===== src/rtl/bk_subtractor_pipe.sv =====
// Three-stage Brent-Kung subtractor: out = ina - inb - bin, formed as ina + ~inb + ~bin.
// S1 bit g/p, S2 up-sweep block terms, S3 down-sweep carries into the output register.
module bk_subtractor_pipe #(
  parameter int WIDTH = 32
) (
  input  logic             clk,
  input  logic             rst,
  input  logic             in_valid,
  output logic             in_ready,
  input  logic [WIDTH-1:0] ina,
  input  logic [WIDTH-1:0] inb,
  input  logic             bin,
  output logic             out_valid,
  input  logic             out_ready,
  output logic [WIDTH-1:0] out,
  output logic             bout,
  output logic             ovf,
  output logic             zero
);
  localparam int LOG   = $clog2(WIDTH);
  localparam int NODES = 2*WIDTH - 1;

  if (WIDTH < 8 || WIDTH > 64 || (WIDTH & (WIDTH - 1)) != 0) begin : g_bad_width
    $error("bk_subtractor_pipe: WIDTH must be a power of two in 8..64");
  end

  // Full tree is flattened level by level: node (l,k) lives at off(l)+k.
  function automatic int off(input int l);
    return 2*WIDTH - ((2*WIDTH) >> l);
  endfunction

  // Only even-indexed nodes (plus the root) feed the down-sweep; they are packed
  // at eoff(l)+k/2, with the root landing at WIDTH-1.
  function automatic int eoff(input int l);
    return WIDTH - (WIDTH >> l);
  endfunction

  function automatic int lowbit(input int j);
    int t;
    t = LOG;
    for (int b = LOG - 1; b >= 0; b--)
      if (((j >> b) & 1) != 0) t = b;
    return t;
  endfunction

  // ---------------- handshake ----------------
  logic [3:1] r_vld;
  logic       w_ld1, w_ld2, w_ld3;

  assign w_ld3     = !r_vld[3] || out_ready;
  assign w_ld2     = !r_vld[2] || w_ld3;
  assign w_ld1     = !r_vld[1] || w_ld2;
  assign in_ready  = w_ld1;
  assign out_valid = r_vld[3];

  // ---------------- S1: bit generate/propagate ----------------
  logic [WIDTH-1:0] r1_g, r1_p;
  logic             r1_c0, r1_sa, r1_sb;

  always_ff @(posedge clk) begin
    if (rst) begin
      r_vld <= '0;
      r1_g  <= '0;
      r1_p  <= '0;
      r1_c0 <= 1'b0;
      r1_sa <= 1'b0;
      r1_sb <= 1'b0;
    end else begin
      if (w_ld1) r_vld[1] <= in_valid;
      if (w_ld2) r_vld[2] <= r_vld[1];
      if (w_ld3) r_vld[3] <= r_vld[2];
      if (w_ld1 && in_valid) begin
        r1_g  <= ina & ~inb;
        r1_p  <= ina ^ ~inb;
        r1_c0 <= ~bin;
        r1_sa <= ina[WIDTH-1];
        r1_sb <= ~inb[WIDTH-1];
      end
    end
  end

  // ---------------- S2: up-sweep ----------------
  logic [NODES-1:0] w_tg, w_tp;
  logic [WIDTH-1:0] w_up_g, w_up_p;

  always_comb begin
    w_tg = '0;
    w_tp = '0;
    w_tg[WIDTH-1:0] = r1_g;
    w_tp[WIDTH-1:0] = r1_p;
    for (int l = 1; l <= LOG; l++)
      for (int k = 0; k < (WIDTH >> l); k++) begin
        w_tg[off(l)+k] = w_tg[off(l-1)+2*k+1] |
                         (w_tp[off(l-1)+2*k+1] & w_tg[off(l-1)+2*k]);
        w_tp[off(l)+k] = w_tp[off(l-1)+2*k+1] & w_tp[off(l-1)+2*k];
      end
    w_up_g = '0;
    w_up_p = '0;
    for (int l = 0; l < LOG; l++)
      for (int m = 0; m < (WIDTH >> (l + 1)); m++) begin
        w_up_g[eoff(l)+m] = w_tg[off(l)+2*m];
        w_up_p[eoff(l)+m] = w_tp[off(l)+2*m];
      end
    w_up_g[WIDTH-1] = w_tg[NODES-1];
    w_up_p[WIDTH-1] = w_tp[NODES-1];
  end

  logic [WIDTH-1:0] r2_p, r2_g_blk, r2_p_blk;
  logic             r2_c0, r2_sa, r2_sb;

  always_ff @(posedge clk) begin
    if (rst) begin
      r2_p     <= '0;
      r2_g_blk <= '0;
      r2_p_blk <= '0;
      r2_c0    <= 1'b0;
      r2_sa    <= 1'b0;
      r2_sb    <= 1'b0;
    end else if (w_ld2 && r_vld[1]) begin
      r2_p     <= r1_p;
      r2_g_blk <= w_up_g;
      r2_p_blk <= w_up_p;
      r2_c0    <= r1_c0;
      r2_sa    <= r1_sa;
      r2_sb    <= r1_sb;
    end
  end

  // ---------------- S3: down-sweep ----------------
  // c[j] comes from the even node ending at bit j-1, chained from c[j - lowbit(j)].
  logic [WIDTH:0]   w_c;
  logic [WIDTH-1:0] w_diff;
  logic             w_ovf;

  always_comb begin
    w_c    = '0;
    w_c[0] = r2_c0;
    for (int j = 1; j <= WIDTH; j++)
      w_c[j] = r2_g_blk[eoff(lowbit(j)) + ((j >> lowbit(j)) - 1) / 2] |
               (r2_p_blk[eoff(lowbit(j)) + ((j >> lowbit(j)) - 1) / 2] &
                w_c[j - (1 << lowbit(j))]);
    w_diff = r2_p ^ w_c[WIDTH-1:0];
    // Same as c[W]^c[W-1]: like-signed operands giving a result of the other sign.
    w_ovf  = (r2_sa == r2_sb) && (w_diff[WIDTH-1] != r2_sa);
  end

  logic [WIDTH-1:0] r3_out;
  logic             r3_bout, r3_ovf, r3_zero;

  always_ff @(posedge clk) begin
    if (rst) begin
      r3_out  <= '0;
      r3_bout <= 1'b0;
      r3_ovf  <= 1'b0;
      r3_zero <= 1'b0;
    end else if (w_ld3 && r_vld[2]) begin
      r3_out  <= w_diff;
      r3_bout <= ~w_c[WIDTH];
      r3_ovf  <= w_ovf;
      r3_zero <= ~|w_diff;
    end
  end

  assign out  = r3_out;
  assign bout = r3_bout;
  assign ovf  = r3_ovf;
  assign zero = r3_zero;

endmodule


===== config.mk =====
export PLATFORM = sky130hd
export DESIGN_NAME = bk_subtractor_pipe
export DESIGN_NICKNAME = d
export VERILOG_FILES = /design/src/rtl/bk_subtractor_pipe.sv
export SDC_FILE = /design/constraint.sdc
export NUM_CORES = 1
export LEC_CHECK = 0
export CORE_MARGIN = 5
export CORE_UTILIZATION = 44
export DETAILED_ROUTE_END_ITERATION = 8
export PLACE_DENSITY_LB_ADDON = 0.2
export SYNTH_ARGS = -nofsm -noshare
export SYNTH_HDL_FRONTEND = slang
export SYNTH_SLANG_ARGS = --single-unit
export TNS_END_PERCENT = 50

===== constraint.sdc =====
create_clock -name clk -period 2 [get_ports clk]
set_clock_uncertainty 0.05 [all_clocks]
set_input_delay 0.2 -clock clk [delete_from_list [all_inputs] [get_ports clk]]
set_output_delay 0.2 -clock clk [all_outputs]
set_load 0.1 [all_outputs]

==> run summary, run 1 <==
Outcome: finished, violations left
Failing checks: negative setup slack
Ant. Diodes: 0
Core footprint: 17900 um^2
Max FO, Critical Path: 2
Routability cong.: 0.862
TritonCTS Buffers: 17
Final WS setup: -0.0788 ns
Count of flip-flops with a built-in enable after synthesis: 0
Starting DRT DRC Count: 553
I/O Buffers: 105
Worst hold endpoint: r_vld[3]$_SDFFE_PP0P_
Worst r2r dst: zero$_SDFFE_PP0P_
Startpoint type of the worst setup path: flop
Dpl hpwl: 13.8 mm
Minimum clock period: 2.08 ns
Die ar.: 20900 um^2
Drt drc: 0
Max_cap viols: 0
# nets final: 1225
Vias per cell: 5.09
Initial Util: 44.5%
Clock tree buffer depth: 2
Crit-path cells: a21o_1 -> a21o_1 -> a21o_1 -> buf_4 -> ha_4 -> nor4_1 -> nand2_1 -> nor3_2 -> nand4_1 -> a21oi_1
Routed len/inst: 14.3 um
Fin crit share: 104%
Fin Hold WS: 0.142 ns
Cell row count: 49
R2R Setup Slk: -0.08 ns
Cell family with most CP delay: compound AO/OA/AOI/OAI gates
Place WS: -0.226 ns
Critical path endpoint category: flop
Mapped Avg Cell Area: 7.96 um^2
Chip height: 144 um
Post-synthesis sequential area ratio: 47.3%
Mapped cell area: 7960 um^2
GRT Util Overall: 18.6%
CTS H-Tree Depth: 4
Worst Path Arrival: 2.39 ns
Hold Buf Count CTS: 0
Top Metal Used: met4
R2r worst-path depth: 10
Worst-Skew Late Latency: 0.43 ns
Yosys reg bits: 188
Share of layout cells above drive strength 1: 13.8%
CTS tree: yes
Largest net degree at the start of global routing: 70
Routed wl met3: 1.17 mm
Vias: 6875
Root buffer cell: clkbuf_16
Mapped Cells: 1000
Met2 wire length: 8.44 mm
Main synth FF type: dfxtp_1
Setup CP Type: flop to flop
Fillers: 1671
Asr flop ratio synth: 0%
Hold Path Origin: rst
Clock Pin Slew Worst Setup and Hold Paths: 0.07 ns
Total wire length: 19.3 mm
Syn nets: 1117
Vias in the first global route: 5980
WP buf/inv: 1
Remaining Overflow, GRT: 0
Crit path required time: 2.32 ns
HP Class: primary input to flop
RR Startpoint: r2_p_blk[30]$_SDFFE_PP0P_
Synth cell types: 36
IO Count: 106
Yosys Warn Count: 0
Max-slew headroom: 68.9%
Wire length on met1: 9.46 mm
Final setup viols: 2
Max Freq: 481 MHz
Pwr Density: 823 nW/um^2
Fin. Hold Viols: 0
Overall Power: 8.37 mW
Die width: 144 um
Drt first pass iters: 5
Leak: 4.13 nW
Area leader, netlist: dfxtp_1
Area grow syn2layout: 27.7%
Clk sinks: 188
Final Slew Violations: 0
ANT nets after route: 0
Crit-path max cell delay: 0.32 ns
Max VDD drop: 652 uV
Slew @ Worst Pin: 0.463 ns
Largest cells by area after synthesis: dfxtp_1 (47%), nand2_1 (15%), a21oi_1 (12%), ha_1 (7.5%), nor2_1 (3.3%)
Area share of the largest cell type after synthesis: 47.3%
Hold depth: 2
Crit-path slowest cell: dfxtp_2
Antenna violations before repair: 0
First-pass GRT wire length: 30.8 mm
Setup tns final: -0.136 ns
Unrepaired setup endpoints after global routing: true
CP most frequent cell: a21o_1
## through the flow
step           instances  instance area, um^2  utilization [%]
5_1_grt             1350                10200             56.8
3_3_place_gp        1313                 9340             52.2
6_report            1350                10200             56.8
3_5_place_dp        1313                 9340             52.2
2_1_floorplan       1000                 7970                -
4_1_cts             1348                10000             56.1
## worst max path at each step
stage,start,end,slack (ns),cells past startpoint
after global routing,r2_p_blk[30]$_SDFFE_PP0P_,zero$_SDFFE_PP0P_,-0.21,10
after detailed placement,r2_c0$_SDFFE_PP0P_,zero$_SDFFE_PP0P_,-0.23,10
final,r2_p_blk[30]$_SDFFE_PP0P_,zero$_SDFFE_PP0P_,-0.08,10
after CTS,r2_c0$_SDFFE_PP0P_,zero$_SDFFE_PP0P_,-0.13,10
after global placement,r2_c0$_SDFFE_PP0P_,zero$_SDFFE_PP0P_,-0.20,10
after floorplan,r2_c0$_SDFFE_PP0P_,zero$_SDFFE_PP0P_,-0.09,10
## cells by family after synthesis
family	count (synthesis)	share of synthesized area, %
buf+inv	96	5.83
simple gates	426	21.4
fa+ha+maj	48	7.55
compound gates	226	16.1
flops	188	47.3
xor+xnor	16	1.76
## state kept, by name, indices dropped and copies added (netlist names), 3 cells and up
name and count:
r_vld 3, r2_g_blk 32, r1_g 32, out 32, r2_p 32, r2_p_blk 16, r1_p 32
## what timing repair did
action,CTS,global route
buffers inserted,3,2
cloned,0,0
setup endpoints to repair,4,6
resized for setup,10,16
endpoints found under the hold margin,0,0
pin swaps,13,19
## placed cells by master, fill, tap and decap left out, drive strengths merged, types with 2 or more instances in the layout
master	netlist	routed
o21ai	4	4
a21oi	183	183
nand2	315	315
nand3	10	10
a21o	23	23
nor3	6	6
nor4	5	5
buf	36	84
inv	34	39
clkdlybuf4s50	0	67
clkinv	0	2
xnor2	8	8
dfxtp	188	188
nand3b	2	2
bufinv	0	3
clkinvlp	0	5
clkbuf	26	17
nand4	10	10
nor2b	3	3
a211oi	10	10
ha	48	48
xor2	8	8
nor2	70	70
## synth_stat cells, drive strengths merged, types with 2 or more instances
master	count
nand2	315
nand3b	2
dfxtp	188
nor2	70
nand3	10
o21ai	4
inv	34
a21oi	183
nor4	5
nor2b	3
nand4	10
xnor2	8
a21o	23
ha	48
clkbuf	26
a211oi	10
xor2	8
nor3	6
buf	36
## report_power, final
group,internal [mW],total [mW],switching [mW],leakage (nW)
registers,3.87,3.98,0.109,1.53
logic,0.405,0.904,0.499,2.32
clock network,1.98,3.49,1.50,0.283
total,6.26,8.37,2.11,4.13
## layout make-up
class                   count  area (um^2)  area share (%)
repair buffers            151         1450            14.3
well taps                 229          287            2.82
multi-input cells         716         3910            38.5
inverters                  34          128            1.26
clock inverters            15          185            1.82
flip-flops and latches    188         3770            37.1
clock buffers              17          425            4.19
## per-layer routing
metal | vias up | global-route usage [%]
met2 | 170 | 26.9
met1 | 3178 | 28.0
met3 | 19 | 4.56
met4 | 0 | 4.27
met5 | - | 0
li1 | 3508 | -
Note: power is estimated with default switching activity, not from simulation.
==> inputs of run 2 (changes only) <==
Settings changed: CTS_CLUSTER_DIAMETER from default to 80.
==> results of run 2 <==
The final DEF is identical to that of run 1; final timing and power are the same.
==> inputs of run 3 (changes only) <==
Settings changed: GPL_ROUTABILITY_DRIVEN from default to 0, SETUP_SLACK_MARGIN from default to 0.4.
==> run summary, run 3 (synthesis results as in run 1) <==
CTS H-Tree Depth: 4
Most common cell after layout, fill and taps aside: nand2_1
GRT Util Overall: 18.6%
Final WS setup: -0.157 ns
Vias: 6935
Chip height: 144 um
Pwr Density: 777 nW/um^2
Remaining Overflow, GRT: 0
Non-filler cells, final: 1353
Minimum clock period: 2.16 ns
Leak: 4.21 nW
Area grow syn2layout: 32.3%
Fin Hold WS: 0.0479 ns
Max Freq: 464 MHz
Worst hold endpoint: out[28]$_SDFFE_PP0P_
Max-slew headroom: 76.0%
Hold Buf Count CTS: 0
Drt drc: 0
ANT nets after route: 0
Root buffer cell: clkbuf_16
Max FO, Critical Path: 3
DP Cell Count: 1311
Clock tree buffer depth: 2
Crit-path max cell delay: 0.33 ns
# nets final: 1230
CTS tree: yes
Max VDD drop: 615 uV
Worst Setup SP: r2_c0$_SDFFE_PP0P_
Crit-path cells: a21o_1 -> a21o_1 -> a21o_1 -> buf_4 -> buf_6 -> ha_4 -> nor4_1 -> nand2_1 -> nor3_2 -> nand4_1 -> a21oi_1
HP Class: primary input to flop
Share of layout cells above drive strength 1: 19.0%
Worst Path Arrival: 2.46 ns
Ant. Diodes: 0
Startpoint type of the worst setup path: flop
Outcome: finished, violations left
TritonCTS Buffers: 17
First-pass GRT wire length: 31.1 mm
Vias per cell: 5.13
Final Slew Violations: 0
Wire length on met1: 9.72 mm
IO Count: 106
Setup tns final: -0.160 ns
Critical path endpoint category: flop
Failing checks: negative setup slack
Worst r2r dst: zero$_SDFFE_PP0P_
Fin crit share: 108%
Top Metal Used: met4
Antenna violations before repair: 0
Crit-path slowest cell: dfxtp_2
Clock Pin Slew Worst Setup and Hold Paths: 0.07 ns
Max_cap viols: 0
Starting DRT DRC Count: 445
Hold Path Origin: rst
Final setup viols: 2
Crit path required time: 2.31 ns
Most frequent cells in the layout: nand2_1 (306), dfxtp_1 (181), a21oi_1 (168)
Slew @ Worst Pin: 0.358 ns
Initial Util: 44.5%
Unrepaired setup endpoints after global routing: true
Routed len/inst: 14.6 um
Drt first pass iters: 5
Dpl hpwl: 13.9 mm
CP most frequent cell: a21o_1
Total wire length: 19.8 mm
Met2 wire length: 8.81 mm
Die width: 144 um
Fin. Hold Viols: 0
Die ar.: 20900 um^2
Place WS: -0.276 ns
Clk sinks: 188
Largest net degree at the start of global routing: 54
R2R Setup Slk: -0.16 ns
Routed wl met3: 1.01 mm
Worst-Skew Late Latency: 0.42 ns
Hold depth: 2
Setup CP Type: flop to flop
R2r worst-path depth: 11
I/O Buffers: 105
RR Startpoint: r2_c0$_SDFFE_PP0P_
Cell row count: 49
Core footprint: 17900 um^2
Vias in the first global route: 6075
## run 3: cell types whose count changed in the layout (fill, tap and decap cells not counted), moves of 9 or more
cell,delta
a21oi_1,-15
a21oi_2,+15
buf_6,+14
nor2_1,-11
ha_1,-9
nor2_4,+9
## run 3: layout make-up
| cell class | count | area (um^2) |
|---|---|---|
| well taps | 229 | 287 |
| clock inverters | 11 | 123 |
| multi-input cells | 716 | 4270 |
| fillers | 1611 | 7380 |
| repair buffers | 156 | 1520 |
| flip-flops and latches | 188 | 3770 |
| clock buffers | 19 | 433 |
| inverters | 34 | 128 |
## run 3: how the worst max path moves through the flow
stage	cells after the start	end	slack, ns
CTS	10	zero$_SDFFE_PP0P_	-0.19
detailed placement	10	zero$_SDFFE_PP0P_	-0.28
global placement	10	zero$_SDFFE_PP0P_	-0.19
global route	11	zero$_SDFFE_PP0P_	-0.26
finish	11	zero$_SDFFE_PP0P_	-0.16
floorplan	10	zero$_SDFFE_PP0P_	-0.09
## run 3: worst max-delay path, delay by kind of cell (launching register included)
| family | cells | cell delay [ns] |
|---|---|---|
| AO/OA/AOI/OAI | 4 | 0.70 |
| AND/OR/NAND/NOR | 4 | 0.55 |
| flip-flops | 1 | 0.33 |
| buffers and inverters | 2 | 0.24 |
| adder cells (fa/ha/maj) | 1 | 0.23 |
## run 3: timing repair
| item | CTS | global route |
|---|---|---|
| gates resized for setup | 52 | 67 |
| setup endpoints to repair | 21 | 60 |
| pin swaps | 45 | 39 |
| buffers inserted | 6 | 6 |
| cloned | 0 | 0 |
## run 3: metal layers
metal	track usage [%]	up-vias
met1	28.0	3253
met4	4.71	0
met2	27.1	152
met5	0	-
met3	3.80	20
li1	-	3510
## run 3: power by group
part           internal, mW  switching [mW]
combinational         0.437           0.513
sequential             3.87           0.120
clock                  1.82            1.41
## run 3: through the flow
step	utilization (%)	power, mW	cell area, um^2
floorplan	-	4.57	8020
global placement	52.0	4.91	9300
detailed placement	52.0	4.92	9300
CTS	56.8	8.16	10200
global route	58.8	8.50	10500
finish	58.8	8.18	10500
